<file path="src/rtl/audio_sample_fifo.sv">
// audio_sample_fifo: stereo sample FIFO that tags IEC60958 channel-status block starts.
// Latency: first-word-fall-through, push-to-valid 1 cycle, no same-cycle bypass.
// Backpressure: sample_ready holds the head; strobes into a full FIFO are dropped and flagged.
//
// Ports:
//   clk, reset_n                 single clock, async active-low reset
//   audio_stb, audio_l, audio_r  producer strobe and stereo sample
//   sample_valid/ready           consumer handshake on the head entry
//   sample_l, sample_r           head entry data (0 when empty)
//   sample_bstart                head entry is frame 0 of a channel-status block
//   level                        current entry count, 0..DEPTH
//   overflow, clear_ovf          sticky drop flag and its clear
module audio_sample_fifo #(
    parameter int WIDTH        = 16,
    parameter int DEPTH        = 8,
    parameter int BLOCK_FRAMES = 192
) (
    input  logic                     clk,
    input  logic                     reset_n,
    input  logic                     audio_stb,
    input  logic [WIDTH-1:0]         audio_l,
    input  logic [WIDTH-1:0]         audio_r,
    output logic                     sample_valid,
    input  logic                     sample_ready,
    output logic [WIDTH-1:0]         sample_l,
    output logic [WIDTH-1:0]         sample_r,
    output logic                     sample_bstart,
    output logic [$clog2(DEPTH):0]   level,
    output logic                     overflow,
    input  logic                     clear_ovf
);

    localparam int AW  = $clog2(DEPTH);
    localparam int LW  = AW + 1;
    localparam int FCW = (BLOCK_FRAMES > 1) ? $clog2(BLOCK_FRAMES) : 1;
    localparam int EW  = 2 * WIDTH + 1;

    localparam logic [LW-1:0]  FULL_LVL   = LW'(DEPTH);
    localparam logic [FCW-1:0] LAST_FRAME = FCW'(BLOCK_FRAMES - 1);

    // Entry layout: {bstart, left, right}
    logic [EW-1:0]  mem_q [DEPTH];

    logic [AW-1:0]  wr_ptr_q, wr_ptr_d;
    logic [AW-1:0]  rd_ptr_q, rd_ptr_d;
    logic [LW-1:0]  level_q,  level_d;
    logic [FCW-1:0] frame_q,  frame_d;
    logic           ovf_q,    ovf_d;

    logic           empty;
    logic           full;
    logic           push;
    logic           pop;
    logic           drop;
    logic [EW-1:0]  head;

    // Handshake decode. Pop depends only on registered state, so a push
    // into an empty FIFO can never be popped on the same edge. A full FIFO
    // accepts a strobe only when the head leaves on that same edge.
    always_comb begin
        empty = (level_q == '0);
        full  = (level_q == FULL_LVL);
        pop   = !empty && sample_ready;
        push  = audio_stb && (!full || pop);
        drop  = audio_stb && full && !pop;
    end

    // Next-state logic. DEPTH is a power of two, so pointers wrap by
    // natural overflow of their AW-bit width.
    always_comb begin
        wr_ptr_d = wr_ptr_q;
        rd_ptr_d = rd_ptr_q;
        level_d  = level_q;
        frame_d  = frame_q;
        ovf_d    = ovf_q;

        if (push) begin
            wr_ptr_d = wr_ptr_q + AW'(1);
        end
        if (pop) begin
            rd_ptr_d = rd_ptr_q + AW'(1);
        end

        unique case ({push, pop})
            2'b10:   level_d = level_q + LW'(1);
            2'b01:   level_d = level_q - LW'(1);
            default: level_d = level_q;
        endcase

        // The frame counter only moves on accepted pushes, so dropped
        // strobes leave no hole in the delivered block sequence.
        if (push) begin
            frame_d = (frame_q == LAST_FRAME) ? '0 : frame_q + FCW'(1);
        end

        // A drop on the same edge as a clear keeps the flag set.
        if (drop) begin
            ovf_d = 1'b1;
        end else if (clear_ovf) begin
            ovf_d = 1'b0;
        end
    end

    always_ff @(posedge clk or negedge reset_n) begin
        if (!reset_n) begin
            wr_ptr_q <= '0;
            rd_ptr_q <= '0;
            level_q  <= '0;
            frame_q  <= '0;
            ovf_q    <= 1'b0;
        end else begin
            wr_ptr_q <= wr_ptr_d;
            rd_ptr_q <= rd_ptr_d;
            level_q  <= level_d;
            frame_q  <= frame_d;
            ovf_q    <= ovf_d;
        end
    end

    // Storage needs no reset: every output derived from it is gated by
    // level, which resets asynchronously, so stale contents never leak.
    always_ff @(posedge clk) begin
        if (push) begin
            mem_q[wr_ptr_q] <= {(frame_q == '0), audio_l, audio_r};
        end
    end

    always_comb begin
        head          = mem_q[rd_ptr_q];
        sample_valid  = !empty;
        sample_bstart = empty ? 1'b0 : head[EW-1];
        sample_l      = empty ? '0   : head[2*WIDTH-1:WIDTH];
        sample_r      = empty ? '0   : head[WIDTH-1:0];
        level         = level_q;
        overflow      = ovf_q;
    end

endmodule

</file>
<file path="config.mk">
export PLATFORM = sky130hd
export DESIGN_NAME = audio_sample_fifo
export DESIGN_NICKNAME = d
export VERILOG_FILES = /design/src/rtl/audio_sample_fifo.sv
export SDC_FILE = /design/constraint.sdc
export NUM_CORES = 1
export LEC_CHECK = 0
export BUFFER_PORTS_ARGS = -buffer_cell sky130_fd_sc_hd__buf_2
export CORE_MARGIN = 3
export CORE_UTILIZATION = 50
export DETAILED_ROUTE_END_ITERATION = 10
export GPL_ROUTABILITY_DRIVEN = 0
export PLACE_DENSITY = 0.7
export SYNTH_ARGS = -nofsm -noshare
export SYNTH_HDL_FRONTEND = slang
export SYNTH_SLANG_ARGS = --single-unit
</file>
<file path="constraint.sdc">
create_clock -name clk -period 5.8 [get_ports clk]
set_input_delay 0.87 -clock clk [delete_from_list [all_inputs] [get_ports clk]]
set_output_delay 0.87 -clock clk [all_outputs]
set_load 0.01 [all_outputs]
</file>
* Word-level counts from Yosys, hierarchy flattened *
Memory sizes are Yosys's and may differ from the RTL's.
Cells that the tools add are included.

storage, ports and cells
  bits of input ports = 37
  ROM bits = 0
  memories = 1
  RAM bits = 264
  bits in registers = 19
  latch bits = 0
  logic and storage cells = 36

memories
  name   words  width  read ports  clocked after memory_dff  write ports  line  text
  mem_q  8      33     1           0                         1            42    logic [EW-1:0] mem_q [DEPTH];

operators by class
  add/sub/neg operators = 5
  multipliers = 0
  equality and inequality tests = 4
  div/mod/pow operators = 0
  multiplexer cells = 9
  bitwise operators = 0
  order comparisons = 0
  reductions and logical operators = 12
  shift-type cells = 0

operators by type and width
  cell                   number
  $mux W16               2
  $add A8 B1 Y8 const B  1
  $eq A8 B8 Y1 const B   1
  $logic_not A8 Y1       1
  $mux W8                1
  $pmux W4 S2            1
  $add A3 B1 Y3 const B  2
  $mux W1                5
  $add A4 B1 Y4 const B  1
  $eq A4 B4 Y1 const B   1
  $logic_and A1 B1 Y1    4
  $logic_not A4 Y1       1
  $reduce_bool A2 Y1     2
  $sub A4 B1 Y4 const B  1
  $logic_not A1 Y1       3
  $eq A2 B1 Y1 const B   1
  $eq A2 B2 Y1 const B   1
  $logic_or A1 B1 Y1     1

* Longest topological paths before layout *
Gate-level depths: netlist (run 1).

  depth after elaboration = 7
  mapped depth = 8

* Least setup slack after synthesis (run 1) *
Ideal clock, no wire load.

  kind = input to register
  start point = input sample_ready
  end point = memory mem_q[0][0] (netlist bit), enable pin
  setup time = 0.506 ns
  path buffers = 1
  arrival time = 4.513 ns
  stages = 4
  setup slack = 0.781 ns
  path through = buf_2 > nand2b_1 > o21ai_2 > nor4_1

on the way
  longest elaborated chain between the ends = 5

RTL lines
  what                           line  text
  start: declaration             24    input logic sample_ready,
  $logic_and A1 B1 Y1            63    pop = !empty && sample_ready;
  $logic_or A1 B1 Y1             64    push = audio_stb && (!full || pop);
  $logic_and A1 B1 Y1            64
  $mux W1                        123   if (push) begin
  $mux W1 (not written as such)  124   mem_q[wr_ptr_q] <= {(frame_q == '0), audio_l, audio_r};
  end: declaration               42

Every way passes these cells.

* Final worst setup path (run 1) *
  start point = register rd_ptr_q[0]
  end point = output sample_r[7]

on the way
  longest elaborated chain between the ends = 2

RTL lines
  what                      line  text
  start: declaration        45    logic [AW-1:0] rd_ptr_q, rd_ptr_d;
  start signal: assignment  113   rd_ptr_q <= rd_ptr_d;
  $mem_v2 Z8 W33            --
  $mux W16                  133   sample_r = empty ? '0 : head[WIDTH-1:0];
  end: declaration          26    output logic [WIDTH-1:0] sample_r,

Every way passes these cells.

==> impl_results.md, run 1 <==
- Status: complete, no violations
- Seq pwr share: 44.6%
- RSZ-0062 raised after global routing: false
- # hold bufs at CTS: 0
- Avg WL per Cell: 22.5 microns
- Via count: 5,283
- Gate power share: 27.9%
- Core area: 21,400 sq um
- Layer with the highest usage: met2
- Synth cell types: 42
- Die ar.: 24,100 sq um
- # IOs: 76
- Max-cap violations: 0
- # resized after CTS: 0
- First-pass GRT wire length: 32.4 mm
- Cell area power density: 505 nW/um^2
- CTS Root Cell: clkbuf_16
- Final Cycle Share: 68.8%
- GR Overflow Total: 0
- Final Critical Period: 3.99 ns
- Clock Sinks: 283
- M3 GR Usage: 2.81%
- Nets: 667
- Crit Path Class: reg -> out
- Initial antenna violation count: 1
- Req. time, crit path: 4.93 ns
- Clk buf depth: 3
- Crit. End Element: output port
- Number of global-route vias before repair: 5,616
- Initial Util: 51.9%
- Die height: 155 microns
- Slew HR: 16.2%
- Internal power: 4.52 mW
- Netlist Area Pre-Place: 11,100 sq um
- DRT Pass-1 Iters: 5
- Post-synth EDFFs: 264
- Setup TNS: 0 ns
- Max Slew Vio Count: 0
- Final WL: 20.8 mm
- Die width: 155 microns
- Final setup viols: 0
- Sequential share of the synthesized area: 75.5%
- Sw frac: 29.8%
- Main synth FF type: edfxtp_1
- All-Layer GR Usage: 17.4%
- DR vias/cell: 5.74
- Row cnt: 53
- Syn_area_per_cell: 20.8 sq um
- Hpwl dp: 11.6 mm
- Largest net degree at the start of global routing: 52
- Yosys reg bits: 283
- Num CTS Buffers: 27
- Syn nets: 578
- Htree depth: 1
- Area grow syn2layout: 14.6%
- Cells after Synth: 536
- Crit path DAT: 3.12 ns
- Clk pin slew, worst setup/hold paths: 0.06 ns
- Worst Skew: 0.0105 ns
- Ranking of synthesized cells by area: edfxtp_1 71%, mux4_2 13%, dfrtp_1 4.3%
- Nature of the critical path startpoint: register
- Post-CTS setup buffer count: 0
- Commonest cells in the netlist: 264 x edfxtp_1, 66 x mux4_2, 43 x nor2_1, 33 x mux2i_1, 19 x dfrtp_1
- Crit-path max FO: 51
- Synth area leader: edfxtp_1
- Post-DRT Antenna Nets: 0
- CTS tree: yes
- Final design utilization: 59.5%
- Clk_lat worst skew: 0.52 ns
- Final Hold Viols: 0
- Most common cell in the netlist: edfxtp_1
- GR Util met1: 25.0%
- DR iter-0 viols: 360
- Worst Max-Slew Pin Slew: 1.25 ns
- Peak VDD IR: 0.327 mV
- Asr flop ratio synth: 6.71%
- Fraction of layout cells with a size suffix above 1: 33.2%
- DRC Markers: 0
- Hold Crit Class: in -> async
- Highest clock rate: 251 MHz
- Port bufs: 75
- Post-synth top area share: 71.3%
- Synthesis Warnings: 0
- Clock Power Share: 27.5%
- Routing usage on met2: 28.7%
- Net Sw Power: 1.92 mW
- Leakage: 4.35 nW
[state kept, by name (all words and copies together) (netlist names)]
| name | cells |
|---|---|
| frame_q | 8 |
| level | 4 |
| mem_q | 264 |
| overflow | 1 |
| rd_ptr_q | 3 |
| wr_ptr_q | 3 |
[worst paths after layout]
path / from / end / slack [ns] / depth (start not counted)
worst max-delay path: rd_ptr_q[0] / sample_r[7] / 1.81 / 5
max in group asynchronous: reset_n / rd_ptr_q[0] / 5.16 / 1
worst max register to register: level[1] / mem_q[1][10] / 2.71 / 5
worst min-delay path: reset_n / wr_ptr_q[1] / 0.29 / 1
min in group clk: frame_q[4] / frame_q[4] / 0.53 / 1
worst min register to register: frame_q[4] / frame_q[4] / 0.53 / 1
[cell families after synthesis]
| group | Yosys count | share of synthesized area (%) |
|---|---|---|
| muxes | 100 | 16.4 |
| and+or+nand+nor | 79 | 3.40 |
| AOI/OAI and AO/OA | 24 | 1.68 |
| DFF | 283 | 75.5 |
| buffers and inverters | 34 | 1.52 |
| adders and majority gates | 5 | 0.562 |
| xor gates and xnor gates | 11 | 0.866 |
[worst max-delay path, cell delays in order (launching register included)]
cell and delay, ns:
dfrtp_4 1.10, buf_4 0.49, mux4_2 0.55, mux2i_1 0.20
nor2_1 0.06, buf_2 0.16
[final cells by class]
type	instances	area [sq um]
Clock buffer	36	739
Fill cell	1511	8670
Timing Repair Buffer	86	462
Tap cell	275	344
Sequential cell	283	8410
Inverter	8	30.0
Multi-Input combinational cell	219	2600
Clock inverter	13	165
Antenna cell	1	2.50
[per-stage QoR]
| stage | total power, mW | instance area [sq um] | setup slack (ns) | std cells | hold slack, ns |
|---|---|---|---|---|---|
| after global routing | 6.77 | 12800 | 1.52 | 921 | 0.299 |
| after floorplan | 4.14 | 11100 | 0.781 | 536 | 0.484 |
| final | 6.44 | 12800 | 1.81 | 921 | 0.288 |
| after detailed placement | 4.75 | 11800 | 2.27 | 870 | 0.514 |
| after CTS | 6.53 | 12700 | 1.70 | 919 | 0.288 |
| after global placement | 4.70 | 11800 | 2.31 | 870 | 0.505 |
[placed cells by master, fill, tap and decap left out, types with 5 or more instances in the layout]
cell / instances
buf_2: 75
buf_4: 10
clkbuf_1: 6
clkbuf_16: 27
clkinv_2: 6
dfrtp_1: 16
edfxtp_1: 264
ha_1: 5
inv_1: 7
mux2i_1: 33
mux4_2: 66
nand2_1: 11
nor2_1: 40
nor3_2: 5
o21ai_0: 7
xnor2_1: 9
[metal layers]
layer  vias up  wire length, microns
met5         -                     0
met4         0                   289
met3        23                  1260
met2       156                 10400
met1      2742                  8840
li1       2362                     -
[power by group through the flow]
stage | combinational [mW] | sequential (mW) | clock [mW]
3_5_place_dp | 1.82 | 2.93 | 0
5_1_grt | 1.96 | 2.92 | 1.89
2_1_floorplan | 1.42 | 2.72 | 0
4_1_cts | 1.84 | 2.89 | 1.81
6_report | 1.80 | 2.87 | 1.77
3_3_place_gp | 1.80 | 2.90 | 0
Note: power is estimated with default switching activity, not from simulation.
==> run 2, diff against run 1 <==
==> constraint.sdc (replaced) <==
create_clock -name clk -period 3.9 [get_ports clk]
set_input_delay 0.585 -clock clk [delete_from_list [all_inputs] [get_ports clk]]
set_output_delay 0.585 -clock clk [all_outputs]
set_load 0.01 [all_outputs]
==> run 2 against run 1 <==
Against the previous run: sequential cell count did not move; worst hold slack got worse by 0.038 ns; first-iteration DRC count shrank 6.9%; via count rose by 0.80%.
==> impl_results.md, run 2 (synthesized netlist as in run 1, its figures left out) <==
- Nature of the critical path startpoint: register
- DR top layer: met5
- Worst Max-Slew Pin Slew: 1.15 ns (-0.103 ns)
- Delay-heaviest family, CP: multiplexers
- FF-to-FF setup slack: 1.25 ns (-1.46 ns)
- Number of flip-flops in the largest register: 264 (unchanged)
- CP Cell Sequence: buf_4 > mux4_2 > mux2i_1 > nor2_1 > buf_2
- Cell area power density: 748 nW/um^2 (+48%)
- Worst r2r src: level[1]
- Num CTS Buffers: 28 (+3.7%)
- Largest net degree at the start of global routing: 69 (+33%)
- # resized after CTS: 0 (unchanged)
- Status: complete, no violations
- Clk pin slew, worst setup/hold paths: 0.06 ns (about the same)
- Fill cells: 1,510 (-0.066%)
- Clk_lat worst skew: 0.54 ns (+0.02 ns)
- Post-Place Setup Slack: 1.12 ns (-1.16 ns)
- Final design utilization: 59.9% (+0.34 points)
- Met2 WL: 10.7 mm (+3.0%)
- Most frequent cells in the layout: 264 x edfxtp_1, 75 x buf_2, 66 x mux4_2
- Crit. End Element: output port
- DR iter-0 viols: 335 (-6.9%)
- Buf/Inv on CP: 2 (unchanged)
- Reg2reg path depth: 5 (unchanged)
- Initial antenna violation count: 2 (+1)
- Crit. path cell count: 5 (unchanged)
- Slowest CP cell: dfrtp_4
- Area grow syn2layout: 15.3%
- Worst reg2reg path endpoint: mem_q[3][31]
- Reg with most FFs: mem_q
- Final WL: 21.0 mm (+1.2%)
- Final WS setup: 0.684 ns (-1.13 ns)
- Highest clock rate: 311 MHz
- Clock Sinks: 283 (unchanged)
- All-Layer GR Usage: 17.9% (+0.49 points)
- Clk buf depth: 3 (unchanged)
- Met1 wire length: 8.93 mm (+1.0%)
- Slew HR: 22.6% (+6.3 points)
- Core area: 21,400 sq um (unchanged)
- Row cnt: 53 (unchanged)
- Max Slew Vio Count: 0 (unchanged)
- RSZ-0062 raised after global routing: false
- Final Cycle Share: 82.5%
- Crit-path max cell delay: 0.72 ns (-0.38 ns)
- Number of global-route vias before repair: 5,627 (+0.20%)
- Total power: 9.59 mW (+49%)
- Hold Crit Class: in -> reg
- Avg WL per Cell: 22.7 microns (+0.74%)
- Max-cap violations: 0 (unchanged)
- Nets: 672 (+0.75%)
- Worst Skew: 0.0183 ns (+0.00782 ns)
- Htree depth: 1 (unchanged)
- Leakage: 4.37 nW (+0.56%)
- Crit-path max FO: 22 (-57%)
- Fraction of layout cells with a size suffix above 1: 32.8% (-0.41 points)
- Final Hold Viols: 0 (unchanged)
- Crit path from: rd_ptr_q[0]
- Crit path DAT: 2.63 ns (-0.49 ns)
- CTS Root Cell: clkbuf_16
- DR WL met3: 1.01 mm (-20%)
- Final Cell Area: 12,800 sq um (+0.58%)
- Crit path capture: sample_r[3]
- Crit Path Class: reg -> out
- Post-DP Area: 11,900 sq um (+0.82%)
- # IOs: 76 (unchanged)
- Peak VDD IR: 0.404 mV (+24%)
- Post-DRT Antenna Nets: 0 (unchanged)
- Setup TNS: 0 ns (unchanged)
- Die height: 155 microns (unchanged)
- Ant. Diodes: 0 (-1)
- DR vias/cell: 5.76 (+0.36%)
- DRT Pass-1 Iters: 4 (-1)
- Via count: 5,325 (+0.80%)
- Final Critical Period: 3.22 ns
- Commonest non-fill, non-tap cell in the layout: edfxtp_1
- Port bufs: 75 (unchanged)
- CTS tree: yes
- Final setup viols: 0 (unchanged)
- Initial Util: 51.9% (unchanged)
- Hpwl dp: 11.8 mm (+1.7%)
- First-pass GRT wire length: 33.1 mm (+2.1%)
- DRC Markers: 0 (unchanged)
- GR Overflow Total: 0 (unchanged)
- Die ar.: 24,100 sq um (unchanged)
- Die width: 155 microns (unchanged)
- Req. time, crit path: 3.31 ns (-1.62 ns)
-- run 2: changes by cell type in the layout (fill, tap and decap cells not counted), moves of 2 or more --
cell and delta:
clkbuf_1 -3, clkinv_1 +8, clkbuf_8 -3, clkinv_2 -2, buf_12 +4
-- run 2: how the worst min path moves through the flow --
stage                     slack (ns)  cells past startpoint    endpoint  startpoint
after floorplan                 0.29                      0  frame_q[0]     reset_n
after global placement          0.51                      1  frame_q[4]  frame_q[4]
after detailed placement        0.51                      2    overflow    overflow
after CTS                       0.24                      2    overflow   clear_ovf
after global routing            0.26                      2    overflow   clear_ovf
final                           0.25                      2    overflow   clear_ovf
-- run 2: final cells by class --
class	count	area, sq um	share of cell area, %
sequential	283	8410	65.6
inverter	8	30.0	0.234
clock buffer	31	712	5.55
multi-input combinational	219	2620	20.4
tap	275	344	2.68
timing repair buffer	90	541	4.21
clock inverter	19	173	1.35
-- run 2: where the power goes --
part	internal, mW	switching [mW]	total, mW
Sequential	3.82	0.506	4.33
Clock	1.50	1.06	2.56
Combinational	1.36	1.34	2.70
Total	6.68	2.91	9.59
-- run 2: per-stage QoR --
step                      std cells  hold slack (ns)
final                           925            0.250
after detailed placement        874            0.513
after CTS                       925            0.237
after floorplan                 536            0.289
after global placement          874            0.510
after global routing            925            0.255
-- run 2: routing by layer --
layer	GRT usage (%)	up-vias
met5	0	-
met4	4.12	4
met3	3.34	33
met2	30.2	141
met1	24.6	2780
li1	-	2367
-- run 2: repair_timing --
item / in CTS / in global routing
hold buffers: 1 / 0
setup buffers: 0 / 0
hold endpoints to repair: 19 / 0
==> run 3, diff against run 2 <==
==> constraint.sdc (replaced) <==
create_clock -name clk -period 3.3 [get_ports clk]
set_input_delay 0.495 -clock clk [delete_from_list [all_inputs] [get_ports clk]]
set_output_delay 0.495 -clock clk [all_outputs]
set_load 0.01 [all_outputs]
==> run 3 against run 2 <==
Against the previous run: sequential share of layout area about the same; register-to-register slack lost 0.44 ns; sequential power increased by 16%; utilization hardly changed; total power grew 17%; largest power group unchanged; combinational power rose by 23%; clock skew decreased by 0.0066 ns; die area is the same; sequential cell count unchanged.
==> impl_results.md, run 3 (synthesized netlist as in run 1, its figures left out) <==
- Worst Max-Slew Pin Slew: 0.931 ns (-0.219 ns)
- Hold_sp: clear_ovf
- Max-cap violations: 0 (unchanged)
- # IOs: 76 (unchanged)
- DR vias/cell: 5.73 (-0.42%)
- Final setup viols: 0 (unchanged)
- Hold Worst Slack: 0.152 ns (-0.0975 ns)
- Worst reg2reg path endpoint: mem_q[3][24]
- GR Overflow Total: 0 (unchanged)
- Final WS setup: 0.274 ns (-0.410 ns)
- Most frequent cells in the layout: 264 x edfxtp_1, 75 x buf_2, 66 x mux4_2
- Worst Hold Depth: 2 (unchanged)
- Final design utilization: 59.9% (about the same)
- Die ar.: 24,100 sq um (unchanged)
- Worst Hold Path EP: overflow
- Nature of the critical path startpoint: register
- Peak VDD IR: 0.493 mV (+22%)
- Crit path DAT: 2.53 ns (-0.10 ns)
- Final Critical Period: 3.03 ns
- Row cnt: 53 (unchanged)
- Max Slew Vio Count: 0 (unchanged)
- Reg2reg path depth: 5 (unchanged)
- Avg WL per Cell: 22.6 microns (-0.58%)
- Crit Path Class: reg -> out
- Core area: 21,400 sq um (unchanged)
- Final Hold Viols: 0 (unchanged)
- CTS tree: yes
- Post-CTS setup buffer count: 0 (unchanged)
- Num CTS Buffers: 28 (unchanged)
- Die width: 155 microns (unchanged)
- DRT Pass-1 Iters: 4 (unchanged)
- Die height: 155 microns (unchanged)
- Reg with most FFs: mem_q
- Leakage: 4.37 nW (about the same)
- Largest net degree at the start of global routing: 64 (-7.2%)
- Hold Crit Class: in -> reg
- Cell area power density: 876 nW/um^2 (+17%)
- Fraction of layout cells with a size suffix above 1: 33.1% (+0.31 points)
- Port bufs: 75 (unchanged)
- Req. time, crit path: 2.80 ns (-0.51 ns)
- CP Cell Sequence: buf_4 > mux4_2 > mux2i_1 > nor2_1 > buf_2
- All-Layer GR Usage: 17.8% (-0.11 points)
- Area grow syn2layout: 15.4% (about the same)
- Commonest non-fill, non-tap cell in the layout: edfxtp_1
- Final Cycle Share: 91.7%
- Number of flip-flops in the largest register: 264 (unchanged)
- # resized after CTS: 0 (unchanged)
- Status: complete, no violations
- Crit. End Element: output port
- DRC Markers: 0 (unchanged)
- Worst r2r src: level[0]
- Via count: 5,337 (+0.23%)
- Hpwl dp: 11.9 mm (+1.2%)
- FF-to-FF setup slack: 0.81 ns (-0.44 ns)
- Post-Place Setup Slack: 0.785 ns (-0.332 ns)
- Slew HR: 37.9% (+15 points)
- Clk pin slew, worst setup/hold paths: 0.06 ns (about the same)
- # hold bufs at CTS: 1 (unchanged)
- Highest clock rate: 330 MHz
- Slowest CP cell: dfrtp_4
- Final WL: 21.0 mm (about the same)
- Crit-path max FO: 63 (+190%)
- DR iter-0 viols: 340 (+1.5%)
- Initial Util: 51.9% (unchanged)
- Htree depth: 1 (unchanged)
- Ant. Diodes: 0 (unchanged)
- Clk buf depth: 3 (unchanged)
- Nets: 676 (+0.60%)
- Post-DRT Antenna Nets: 0 (unchanged)
- Worst Skew: 0.0117 ns (-0.00658 ns)
- Initial antenna violation count: 2 (unchanged)
- Number of global-route vias before repair: 5,586 (-0.73%)
- Crit-path max cell delay: 1.04 ns (+0.32 ns)
- Clk_lat worst skew: 0.53 ns (about the same)
- First-pass GRT wire length: 32.6 mm (-1.4%)
- CTS Root Cell: clkbuf_16
- Clock Sinks: 283 (unchanged)
- RSZ-0062 raised after global routing: false
-- run 3: worst max-delay path: cells and delay by family, from the launching register on --
family	cells	cell delay (ns)
buf+inv	2	0.45
flops	1	1.04
mux	2	0.44
simple gates	1	0.05
-- run 3: routing by layer --
metal	vias to the layer above	part of all wire [%]	track usage (%)
met5	-	0.13	0
met1	2768	42	24.4
met4	4	1.9	4.79
met3	36	5.3	3.09
li1	2383	-	-
met2	146	51	29.9
-- run 3: per-stage QoR --
step / area (sq um) / power (mW) / setup TNS (ns) / instances
floorplan: 11100 / 7.27 / -47.48 / 536
global placement: 12000 / 8.39 / 0 / 878
detailed placement: 12000 / 8.50 / 0 / 878
CTS: 12800 / 11.4 / 0 / 931
global route: 12800 / 11.8 / 0 / 931
finish: 12800 / 11.2 / 0 / 931
-- run 3: worst max-delay path by stage --
stage	start	end	slack, ns	cells past startpoint
after detailed placement	sample_ready	mem_q[3][25]	0.78	6
after CTS	rd_ptr_q[1]	sample_l[8]	0.23	5
after global routing	rd_ptr_q[1]	sample_l[10]	0.10	5
after global placement	rd_ptr_q[1]	sample_l[10]	0.81	5
final	rd_ptr_q[1]	sample_l[10]	0.27	5
after floorplan	sample_ready	mem_q[4][0]	-0.48	4
-- run 3: power breakdown --
part / switching, mW / internal (mW)
Combinational: 1.68 / 1.64
Sequential: 0.501 / 4.52
Clock: 1.23 / 1.66
Total: 3.42 / 7.82
-- run 3: area by class of cell --
type	instances	area, sq um
inverters	8	30.0
repair buffers	94	583
flip-flops and latches	283	8410
well taps	275	344
clock buffers	41	791
multi-input cells	219	2620
clock inverters	11	56.3
fillers	1527	8590
